File: src/rtl/gmii_loop_fabric.sv
// gmii_loop_fabric
//   N-port GMII crossbar for tester loop systems. Each output forwards one
//   selectable input. A source change only takes effect between frames, so
//   frames are never truncated or spliced. Outputs can optionally force
//   GMII error on every forwarded byte. Each output keeps frame, error-frame
//   and dropped-frame counters.
//
// Ports
//   clk, resetn      system clock, asynchronous active-low reset
//   gmii_*_in        per-port input data/valid/error (port p = [8p+7:8p])
//   gmii_*_out       per-port registered output data/valid/error
//   cfg_sel          source input index per output
//   cfg_mode         per output: 00 off, 01 forward, 10 forward+corrupt, 11 off
//   cnt_clear        synchronous clear of all counters (wins over increments)
//   frame_cnt        frames forwarded, per output
//   err_cnt          forwarded frames that carried er_out on any byte
//   drop_cnt         frames skipped because the source was mid-frame at lock
module gmii_loop_fabric #(
  parameter int C_NUM_PORTS = 4,
  parameter int C_SEL_WIDTH = 2,
  parameter int C_CNT_WIDTH = 32
) (
  input  logic                               clk,
  input  logic                               resetn,
  input  logic [8*C_NUM_PORTS-1:0]           gmii_d_in,
  input  logic [C_NUM_PORTS-1:0]             gmii_en_in,
  input  logic [C_NUM_PORTS-1:0]             gmii_er_in,
  output logic [8*C_NUM_PORTS-1:0]           gmii_d_out,
  output logic [C_NUM_PORTS-1:0]             gmii_en_out,
  output logic [C_NUM_PORTS-1:0]             gmii_er_out,
  input  logic [C_SEL_WIDTH*C_NUM_PORTS-1:0] cfg_sel,
  input  logic [2*C_NUM_PORTS-1:0]           cfg_mode,
  input  logic                               cnt_clear,
  output logic [C_CNT_WIDTH*C_NUM_PORTS-1:0] frame_cnt,
  output logic [C_CNT_WIDTH*C_NUM_PORTS-1:0] err_cnt,
  output logic [C_CNT_WIDTH*C_NUM_PORTS-1:0] drop_cnt
);

  localparam int N = C_NUM_PORTS;
  localparam int S = C_SEL_WIDTH;
  localparam int W = C_CNT_WIDTH;
  localparam logic [W-1:0] CNT_ONE = W'(1);

  typedef enum logic [1:0] {
    S_IDLE = 2'd0,
    S_FWD  = 2'd1,
    S_SKIP = 2'd2
  } state_t;

  state_t         state_q    [N];
  logic [S-1:0]   act_sel_q  [N];
  logic [1:0]     act_mode_q [N];
  logic [7:0]     d_q        [N];
  logic [W-1:0]   frame_q    [N];
  logic [W-1:0]   err_q      [N];
  logic [W-1:0]   drop_q     [N];
  logic [N-1:0]   en_q, er_q, err_seen_q;
  logic [N-1:0]   en_prev_q;
  // Low only in the first cycle after reset: en_prev is 0 then, so a source
  // already streaming would look like a frame start. Treat it as mid-frame.
  logic           started_q;

  logic [S-1:0]   cur_sel  [N];
  logic [1:0]     cur_mode [N];
  logic [7:0]     src_d    [N];
  logic [N-1:0]   sel_ok, src_en, src_prev, src_er, mode_on, er_next;

  // In IDLE the live cfg drives the decision; otherwise the frozen copy.
  always_comb begin
    for (int o = 0; o < N; o++) begin
      cur_sel[o]  = (state_q[o] == S_IDLE) ? cfg_sel[S*o +: S]  : act_sel_q[o];
      cur_mode[o] = (state_q[o] == S_IDLE) ? cfg_mode[2*o +: 2] : act_mode_q[o];
      sel_ok[o]   = 1'b0;
      src_en[o]   = 1'b0;
      src_prev[o] = 1'b0;
      src_er[o]   = 1'b0;
      src_d[o]    = 8'h00;
      // Out-of-range selects match no port and leave sel_ok low.
      for (int p = 0; p < N; p++) begin
        if (cur_sel[o] == S'(p)) begin
          sel_ok[o]   = 1'b1;
          src_en[o]   = gmii_en_in[p];
          src_prev[o] = en_prev_q[p];
          src_er[o]   = gmii_er_in[p];
          src_d[o]    = gmii_d_in[8*p +: 8];
        end
      end
      mode_on[o] = sel_ok[o] & ((cur_mode[o] == 2'b01) | (cur_mode[o] == 2'b10));
      er_next[o] = src_er[o] | ((cur_mode[o] == 2'b10) & src_en[o]);
    end
  end

  always_ff @(posedge clk or negedge resetn) begin
    if (!resetn) begin
      en_prev_q  <= '0;
      started_q  <= 1'b0;
      en_q       <= '0;
      er_q       <= '0;
      err_seen_q <= '0;
      for (int o = 0; o < N; o++) begin
        state_q[o]    <= S_IDLE;
        act_sel_q[o]  <= '0;
        act_mode_q[o] <= 2'b00;
        d_q[o]        <= 8'h00;
        frame_q[o]    <= '0;
        err_q[o]      <= '0;
        drop_q[o]     <= '0;
      end
    end else begin
      en_prev_q <= gmii_en_in;
      started_q <= 1'b1;
      for (int o = 0; o < N; o++) begin
        case (state_q[o])
          S_IDLE: begin
            act_sel_q[o]  <= cfg_sel[S*o +: S];
            act_mode_q[o] <= cfg_mode[2*o +: 2];
            d_q[o]        <= 8'h00;
            en_q[o]       <= 1'b0;
            er_q[o]       <= 1'b0;
            err_seen_q[o] <= 1'b0;
            if (mode_on[o] && src_en[o]) begin
              if (!src_prev[o] && started_q) begin
                // Frame start: first byte goes out next cycle.
                state_q[o]    <= S_FWD;
                d_q[o]        <= src_d[o];
                en_q[o]       <= 1'b1;
                er_q[o]       <= er_next[o];
                err_seen_q[o] <= er_next[o];
              end else begin
                state_q[o] <= S_SKIP;
                drop_q[o]  <= drop_q[o] + CNT_ONE;
              end
            end
          end
          S_FWD: begin
            d_q[o]  <= src_d[o];
            en_q[o] <= src_en[o];
            er_q[o] <= er_next[o];
            if (src_en[o]) begin
              err_seen_q[o] <= err_seen_q[o] | er_next[o];
            end else begin
              state_q[o] <= S_IDLE;
              frame_q[o] <= frame_q[o] + CNT_ONE;
              if (err_seen_q[o]) err_q[o] <= err_q[o] + CNT_ONE;
            end
          end
          S_SKIP: begin
            d_q[o]  <= 8'h00;
            en_q[o] <= 1'b0;
            er_q[o] <= 1'b0;
            if (!src_en[o]) state_q[o] <= S_IDLE;
          end
          default: state_q[o] <= S_IDLE;
        endcase
        // Placed last so a clear overrides any same-cycle increment.
        if (cnt_clear) begin
          frame_q[o] <= '0;
          err_q[o]   <= '0;
          drop_q[o]  <= '0;
        end
      end
    end
  end

  always_comb begin
    gmii_en_out = en_q;
    gmii_er_out = er_q;
    gmii_d_out  = '0;
    frame_cnt   = '0;
    err_cnt     = '0;
    drop_cnt    = '0;
    for (int o = 0; o < N; o++) begin
      gmii_d_out[8*o +: 8] = d_q[o];
      frame_cnt[W*o +: W]  = frame_q[o];
      err_cnt[W*o +: W]    = err_q[o];
      drop_cnt[W*o +: W]   = drop_q[o];
    end
  end

endmodule

File: config.mk
export PLATFORM = sky130hd
export DESIGN_NAME = gmii_loop_fabric
export DESIGN_NICKNAME = d
export VERILOG_FILES = /design/src/rtl/gmii_loop_fabric.sv
export SDC_FILE = /design/constraint.sdc
export NUM_CORES = 1
export LEC_CHECK = 0
export BUFFER_PORTS_ARGS = -buffer_cell sky130_fd_sc_hd__buf_2
export CORE_MARGIN = 2
export CORE_UTILIZATION = 30
export DETAILED_ROUTE_END_ITERATION = 8
export GPL_ROUTABILITY_DRIVEN = 0
export PLACE_DENSITY = 0.47
export SLEW_MARGIN = 20
export SYNTH_ARGS = -nofsm -noshare
export SYNTH_HDL_FRONTEND = slang
export SYNTH_SLANG_ARGS = --single-unit
File: constraint.sdc
create_clock -name clk -period 4.4 [get_ports clk]
set_input_delay 0.44 -clock clk [delete_from_list [all_inputs] [get_ports clk]]
set_output_delay 0.44 -clock clk [all_outputs]
set_load 0.02 [all_outputs]
# --- After elaboration in Yosys (flattened, before gate mapping) ---
# Cells that the tools add are included.
word_totals:
  reg_bits: 457
  output_inout_bits: 424
  inputBits: 59
  word_cells: 382
classes:
  n_eq_ne: 48
  muxes: 192
  bitwise: 20
  addsub: 12
  n_reduce_logical: 68
ops:
  columns: ["op", "count"]
  rows:
  - ["2-to-1 mux 32 bit", 44]
  - ["adder 32 x 1 -> 32 bit (second input constant)", 12]
  - ["2-to-1 mux 8 bit", 24]
  - ["case mux 8 bit (3 select lines)", 4]
  - ["2-to-1 mux 1 bit", 84]
  - ["2-to-1 mux 2 bit", 20]
  - ["nonzero test 2 bit", 20]
  - ["== test 2 bit (second input constant)", 16]
  - ["inequality test 2 bit (second input constant)", 16]
  - ["== test 2 x 1 -> 1 bit (second input constant)", 12]
  - ["case mux 1 bit (3 select lines)", 8]
  - ["AND reduction 2 bit", 12]
  - ["AND reduction 3 bit", 8]
  - ["zero test 2 bit", 8]
  - ["case mux 2 bit (2 select lines)", 4]
  - ["OR 1 bit", 12]
  - ["nonzero test 3 bit", 4]
  - ["AND 1 bit", 8]
  - ["logical AND 1 bit", 8]
  - ["inequality test 2 x 1 -> 1 bit (second input constant)", 4]
  - ["case mux 1 bit (2 select lines)", 4]
  - ["OR reduction 2 bit", 4]
  - ["zero test 1 bit", 4]

# --- Depth between registers and ports, before layout ---
# Gate-level depths: netlist of the first run.
logic_depth:
  word_depth: 13
  mapped_depth: 13
  depth_no_buf: 10

# --- Worst setup path before layout of the first run ---
# OpenSTA, ideal clock, no wires.
synth_timing:
  kind: "reg2reg"
  from: "register state_q[4] (netlist name)"
  to: "register drop_q, in the netlist drop_cnt[63]"
  setup_ps: 78
  slack_ps: 1076
  period_less_slack_ps: 3324
  arrival_ps: 3246
  stages_incl_launch_ff: 13
  n_path_buf: 2
  required_ps: 4322
  cell_sequence: "dfrtp_1 -> inv_1 -> ha_1 -> buf_2 -> buf_2 -> mux2_2 -> ha_1 -> and2b_1 -> nand4_1 -> nor4_1 -> nand2_1 -> or4b_1 -> a21oi_1"
synth_lines:
  columns: ["item", "line", "source"]
  rows:
  - ["from (decl)", "50", "state_t state_q [N];"]
  - ["from (signal, indexed assignment)", "101", "state_q[o] <= S_IDLE;"]
  - ["from (signal, indexed assignment)", "124", "state_q[o] <= S_FWD;"]
  - ["from (signal, indexed assignment)", "130", "state_q[o] <= S_SKIP;"]
  - ["to (signal, indexed assignment)", "131", "drop_q[o] <= drop_q[o] + CNT_ONE;"]
  - ["to (decl)", "56", "logic [W-1:0] drop_q [N];"]

# --- Worst setup path after layout of the first run ---
layout_timing:
  from: "register state_q[4] (netlist name)"
  to: "register err_q, in the netlist err_cnt[52]"
layout_between:
  elab_chain_cells: 9
  word_cells_on_any_way: 14
  classes_between: "eq/ne (5); mux (5); reduce/logical (4)"
layout_rtl:
  columns: ["item", "line", "source"]
  rows:
  - ["zero test 2 bit", "71", "cur_sel[o] = (state_q[o] == S_IDLE) ? cfg_sel[S*o +: S] : act_sel_q[o];"]
  - ["2-to-1 mux 2 bit", null, null]
  - ["zero test 2 bit", "80", "if (cur_sel[o] == S'(p)) begin"]
  - ["2-to-1 mux 1 bit (4 in a row)", "80", null]
  - ["inequality test 2 bit (no line)", null, null]
  - ["AND reduction 3 bit (no line) (*)", null, null]
  - ["to (signal, indexed assignment)", "144", "if (err_seen_q[o]) err_q[o] <= err_q[o] + CNT_ONE;"]
  - ["to (decl)", "55", "logic [W-1:0] err_q [N];"]
# Every way passes the cells marked *; elsewhere a longest branch is shown, timed or not.
# A chain may end at the register's enable or synchronous reset.

==> out/qor.csv, run 1 <==
stage,metric,value,unit
cells_and_area,fill_cells,8644,
sta,max-slew-margin-rel,0.3772,
critical_path,cp-start-kind,flip-flop,
clock_network,path_clk_slew,0.06,ns
critical_path,cpMostUsedCell,a21oi_1,
route,wl_per_cell,20.28,microns
logic_synthesis,netlist_area,25140,sq um
pwr,leakage,13.48,nW
clock_network,cts.path.max_buffers,3,
sta,hold_viol_final,0,
logic_synthesis,syn-num-nets,2903,
critical_path,r2r-end,err_cnt[52],
die,rows,106,
sta,worstMarginPinSlew,0.9341,ns
logic_synthesis,synth_top_area_frac,0.4548,
sta,rsz0062_at_grt,no,
critical_path,slowest_stage,o41a_1,
cells_and_area,final_common_cell,buf_2,
cells_and_area,layout_common_cells,"480 x buf_2, 457 x dfrtp_1, 265 x nor2_1",
placed_design,place_area,28830,sq um
critical_path,max_stage_delay,0.66,ns
sta,min_period_over_period,0.8588,
min_path,min_from,gmii_en_in[2],
critical_path,path_cells,inv_1 -> ha_1 -> or3b_1 -> a21oi_1 -> o41a_1 -> nand4_1 -> or3_1 -> a21oi_1,
sta,skew,0.01937,ns
placed_design,io_buffers,482,
route,dr_total_vias,23340,
route,routed_wl,88830,microns
logic_synthesis,synth_area_leaders,"dfrtp_1 45%, a21oi_1 4.7%, xnor2_1 4.1%, nor2_1 4.0%, nand2_1 3.6%",
route,firstDrtPassIters,5,
pwr,power_density,442.2,nW/um^2
die,io_pins,483,
die,die_w,293.5,microns
logic_synthesis,synth.largest_area_cell,dfrtp_1,
logic_synthesis,synth_seq_area_share,0.4548,
cells_and_area,n_antenna_cell,0,
clock_network,cts_tree,done,
logic_synthesis,synth_edf_count,0,
route,viasPerCell,5.328,
critical_path,cp.required,4.92,ns
clock_network,cts_resized,0,
critical_path,crit_type,flip-flop to flip-flop,
route,drt_iter0_markers,1452,
sta,worst_slack,0.6211,ns
critical_path,crit_family,simple AND/OR/NAND/NOR gates,
run_status,outcome,"complete, no violations",
logic_synthesis,netlist_instances,2816,
route,drtAntennaViolNets,0,
die,die_area,86150,sq um
logic_synthesis,synth-async-reset-ratio,1.000,
logic_synthesis,syn_area_per_cell,8.929,sq um
die,core,83290,sq um
pwr,vdd_drop_max,0.3034,mV
cells_and_area,fin_nets,3346,
cells_and_area,drive_gt1_frac,0.2085,
die,initial_utilization,0.3019,
logic_synthesis,ys_types,82,
critical_path,reg2reg_slack,0.62,ns
clock_network,clock-sinks,457,
cells_and_area,synthToLayoutAreaGrowth,22.73,%
sta,finalSetupViolCount,0,
run,max_cap_violations,0,
sta,tns,0,ns
pwr,internal_power,0.008765,W
clock_network,cts_root_buf,clkbuf_16,
min_path,worstHoldPathCells,1,
pwr,swShare,0.3576,
logic_synthesis,yosysWarnings,0,
pwr,power_frac_comb,0.289,
cells_and_area,utilization,0.3705,
global_route,grt_max_degree,80,
critical_path,arrival,4.30,ns
global_route,grt.overflow.total,0,
clock_network,holdBufCountCts,2,
sta,fmax,0.2646,GHz
cells_and_area,final_cell_area,30860,sq um
die,die_h,293.5,microns
global_route,grt_pass1_vias,22060,
clock_network,htree_levels,2,
critical_path,crit_path_end_kind,flip-flop,
critical_path,path_buf_inv,1,
pwr,pwr-share-seq,0.344,
clock_network,post-cts-setup-buffers,0,
global_route,antenna_found_initial,9,
sta,finalCriticalPeriod,3.779,ns
min_path,hold_end,en_prev_q[2],
clock_network,worst_skew_pair.late_latency,0.62,ns
clock_network,cts_buffers,58,
sta,report.final.slew_viol_count,0,
route,drc_errors,0,
placed_design,dp_slack,0.6346,ns
logic_synthesis,synth-seq-cells,457,
placed_design,dp_hpwl,64310,microns
critical_path,r2r_cells,8,
pwr,clkPwrFrac,0.368,
critical_path,r2r-start,state_q[4],
min_path,hp-class,input port to flip-flop,
global_route,grt_pass1_wl,136800,microns
pwr,p_sw,0.004879,W
logic_synthesis,synthFlopType,dfrtp_1,
critical_path,path_max_fanout,17,
global_route,grt_util_all_layers,0.2007,
[power groups by stage]
stage | sequential [W] | clock (W) | combinational [W]
after floorplan | 0.00486 | 0 | 0.00238
after global placement | 0.00476 | 0 | 0.00397
after detailed placement | 0.00476 | 0 | 0.00396
after CTS | 0.00469 | 0.00518 | 0.00398
after global routing | 0.00473 | 0.00534 | 0.00434
final | 0.00469 | 0.00502 | 0.00394
[worst register-to-register path, delay by kind of cell (launching register included)]
family / cells / cell delay (ns)
adder cells (fa/ha/maj): 1 / 0.42
buffers and inverters: 1 / 0.07
flip-flops: 1 / 0.40
AO/OA/AOI/OAI: 3 / 1.27
AND/OR/NAND/NOR: 3 / 1.54
[metal layers]
metal,global-route usage,part of all wire,vias up
li1,-,-,11230
met1,0.2763,0.45,11390
met2,0.3184,0.46,567
met3,0.04213,0.060,133
met4,0.05500,0.027,18
met5,0,0.0013,-
[layout make-up]
class                   instances  area [sq um]  share of cell area
well taps                    1080          1351             0.04379
multi-input cells            2123         12850              0.4164
repair buffers                536          2905             0.09415
clock buffers                  86          1798             0.05827
inverters                      83         311.5             0.01010
flip-flops and latches        457         11440              0.3706
clock inverters                15         206.4            0.006690
[state kept, by name, summed over array words and instances (netlist names), 4 cells and up]
signal and cells:
gmii_er_out 4, act_mode_q 8, gmii_d_out 32, err_cnt 128
err_seen_q 4, state_q 8, act_sel_q 8, drop_cnt 128
gmii_en_out 4, en_prev_q 4, frame_cnt 128
[per-stage QoR]
step | hold slack [ns] | power (W) | cells
6_report | 0.07247 | 0.01364 | 4380
5_1_grt | 0.04836 | 0.01441 | 4380
4_1_cts | 0.03164 | 0.01385 | 4380
3_5_place_dp | 0.4779 | 0.008719 | 4277
3_3_place_gp | 0.4682 | 0.008732 | 4277
2_1_floorplan | 0.1444 | 0.007237 | 2816
[cell usage after synthesis (all sizes together), types with 70 or more instances]
library cell	n
nand4	117
dfrtp	457
or4	70
nand3	130
xnor2	118
clkbuf	126
a21oi	236
o21ai	139
nor2	266
inv	80
nand2	241
or3	128
[cells by family (layout without fill, tap and decap cells)]
| logic type | Yosys count | count (layout) | synth area share |
|---|---|---|---|
| adder cells (fa/ha/maj) | 28 | 28 | 0.01393 |
| multiplexers | 40 | 40 | 0.01742 |
| AO/OA/AOI/OAI | 580 | 580 | 0.1423 |
| buffers and inverters | 236 | 720 | 0.03613 |
| AND/OR/NAND/NOR | 1306 | 1306 | 0.2767 |
| flip-flops | 457 | 457 | 0.4548 |
| other | 1 | 1 | 0.0001491 |
| XOR/XNOR | 168 | 168 | 0.05852 |
[how the worst max path moves through the flow]
stage | startpoint | endpoint | slack [ns] | cells after the start
3_5_place_dp | state_q[4] | err_cnt[54] | 0.63 | 8
2_1_floorplan | state_q[4] | drop_cnt[63] | 1.08 | 12
4_1_cts | state_q[4] | err_cnt[52] | 0.61 | 8
5_1_grt | state_q[5] | err_cnt[52] | 0.30 | 8
6_report | state_q[4] | err_cnt[52] | 0.62 | 8
3_3_place_gp | state_q[4] | err_cnt[52] | 0.71 | 8
Note: power is estimated with default switching activity, not from simulation.
==> run 2, diff against run 1 <==
--- a/config.mk
+++ b/config.mk
@@ -6,6 +6,7 @@
 export NUM_CORES = 1
 export LEC_CHECK = 0
 export BUFFER_PORTS_ARGS = -buffer_cell sky130_fd_sc_hd__buf_2
+export CORE_ASPECT_RATIO = 1.75
 export CORE_MARGIN = 2
 export CORE_UTILIZATION = 30
 export DETAILED_ROUTE_END_ITERATION = 8
==> run 2 against run 1 <==
Effect of this change: clock power down 12%; non-clock buffer count down 2; cell count down 0.55%; critical path depth up 3; first-iteration DRC count down 0.90%.
==> out/qor.csv, run 2 (synthesis gave the netlist of run 1 again) <==
stage,metric,value,unit
run_status,outcome,"complete, no violations",
die,die_h,387.0,microns
critical_path,crit_type,flip-flop to flip-flop,
sta,worst_slack,0.5346,ns
critical_path,cp-start-kind,flip-flop,
route,wl_per_cell,21.31,microns
global_route,grt_pass1_vias,23240,
cells_and_area,fin_nets,3336,
placed_design,dp_slack,0.6531,ns
pwr,clkPwrFrac,0.336,
critical_path,r2r_cells,11,
critical_path,reg2reg_slack,0.53,ns
global_route,antenna_found_initial,7,
pwr,pwr-share-seq,0.357,
die,die_w,222.8,microns
route,viasPerCell,5.428,
min_path,hp-class,input port to flip-flop,
clock_network,clock-sinks,457,
route,firstDrtPassIters,5,
clock_network,cts_root_buf,clkbuf_16,
pwr,p_total,0.01314,W
critical_path,r2r-end,drop_cnt[59],
critical_path,r2r-start,state_q[5],
critical_path,crit_family,simple AND/OR/NAND/NOR gates,
run,max_cap_violations,0,
clock_network,post-cts-setup-buffers,0,
pwr,power_density,430.5,nW/um^2
global_route,grt_util_all_layers,0.2113,
critical_path,slowest_stage,ha_1,
global_route,grt_pass1_wl,143900,microns
route,dr_total_vias,23650,
sta,rsz0062_at_grt,no,
clock_network,cts.path.max_buffers,3,
global_route,grt.overflow.total,0,
sta,tns,0,ns
critical_path,cp.required,4.93,ns
critical_path,path_depth,11,
pwr,vdd_drop_max,0.3106,mV
sta,finalSetupViolCount,0,
cells_and_area,layout_common_cells,"480 x buf_2, 457 x dfrtp_1, 265 x nor2_1",
placed_design,io_buffers,482,
pwr,leakage,13.30,nW
route,drt_iter0_markers,1439,
global_route,grt_max_degree,115,
critical_path,max_stage_delay,0.62,ns
cells_and_area,final_common_cell,buf_2,
clock_network,path_clk_slew,0.06,ns
die,rows,140,
min_path,worstHoldPathCells,1,
sta,min_period_over_period,0.8785,
die,core,83200,sq um
clock_network,htree_levels,2,
pwr,swShare,0.3748,
clock_network,cts_tree,done,
pwr,power_frac_comb,0.307,
critical_path,path_buf_inv,2,
min_path,hold_end,en_prev_q[1],
sta,skew,0.02587,ns
min_path,min_from,gmii_en_in[1],
pwr,internal_power,0.008217,W
critical_path,path_cells,inv_1 -> ha_1 -> mux2_2 -> ha_1 -> and2b_1 -> nand4_1 -> buf_4 -> nor4_1 -> nand4_1 -> or3_1 -> a21oi_1,
sta,fmax,0.2587,GHz
sta,worstMarginPinSlew,1.010,ns
critical_path,path_max_fanout,17,
clock_network,worst_skew_pair.late_latency,0.63,ns
cells_and_area,drive_gt1_frac,0.2044,
cells_and_area,utilization,0.3669,
sta,hold_viol_final,0,
route,drtAntennaViolNets,0,
critical_path,arrival,4.40,ns
cells_and_area,fill_cells,8643,
clock_network,cts_buffers,50,
sta,holdWs,0.04073,ns
pwr,p_sw,0.004926,W
critical_path,crit_path_end_kind,flip-flop,
sta,finalCriticalPeriod,3.865,ns
sta,report.final.slew_viol_count,0,
die,initial_utilization,0.3022,
route,drc_errors,0,
route,routed_wl,92840,microns
die,die_area,86240,sq um
sta,max-slew-margin-rel,0.3269,
die,io_pins,483,
placed_design,dp_hpwl,67570,microns
cells_and_area,synthToLayoutAreaGrowth,21.43,%
[run 2: cell types whose count changed in the layout (fill, tap and decap cells not counted), moves of 2 or more]
cell,previous run,this run
buf_4,47,45
clkbuf_1,5,13
clkbuf_16,59,50
clkbuf_8,22,9
clkinv_2,8,12
diode_2,0,3
inv_16,0,2
mux2i_1,25,23
[run 2: worst max path at each step]
stage / slack (ns) / end / startpoint
after global placement: 0.69 / drop_cnt[59] / state_q[4]
after global routing: 0.22 / err_cnt[52] / state_q[4]
after floorplan: 1.08 / drop_cnt[63] / state_q[4]
final: 0.53 / drop_cnt[59] / state_q[5]
after detailed placement: 0.65 / drop_cnt[57] / state_q[5]
after CTS: 0.64 / drop_cnt[59] / state_q[5]
[run 2: through the flow]
step           std cells  instance area (sq um)
4_1_cts             4353                  30500
5_1_grt             4354                  30530
3_3_place_gp        4261                  28830
2_1_floorplan       2816                  25140
3_5_place_dp        4261                  28830
6_report            4356                  30530
[run 2: cell type report]
cell class,count,area (sq um),area share
multi-input cells,2123,12880,0.4220
flip-flops and latches,457,11440,0.3746
repair buffers,534,2900,0.09499
clock buffers,72,1424,0.04664
well taps,1065,1333,0.04364
inverters,83,311.5,0.01020
clock inverters,19,236.5,0.007745
diodes,3,7.507,0.0002459
[run 2: routing by layer]
layer	wire (microns)	up-vias	track usage
met2	47150	597	0.3734
met4	2324	2	0.06004
met5	10	-	0
met1	37280	11750	0.2538
met3	6066	122	0.05060
li1	-	11180	-
[run 2: worst reg2reg max path, stage by stage, from the launching register on]
cell and delay, ns:
dfrtp_1 0.41, inv_1 0.11, ha_1 0.62, mux2_2 0.43, ha_1 0.32, and2b_1 0.30
nand4_1 0.11, buf_4 0.19, nor4_1 0.47, nand4_1 0.30, or3_1 0.39, a21oi_1 0.13
[run 2: timing repair]
action                                 4_1_cts  5_1_grt
hold buffers                                 1        0
gates resized for setup                      0        0
endpoints found under the hold margin       87        0
[run 2: power groups by stage]
stage | sequential (W) | combinational (W) | clock [W]
after global placement | 0.00476 | 0.00406 | 0
after global routing | 0.00472 | 0.00442 | 0.00471
after CTS | 0.00469 | 0.00407 | 0.00460
after floorplan | 0.00486 | 0.00238 | 0
after detailed placement | 0.00476 | 0.00405 | 0
final | 0.00469 | 0.00404 | 0.00442
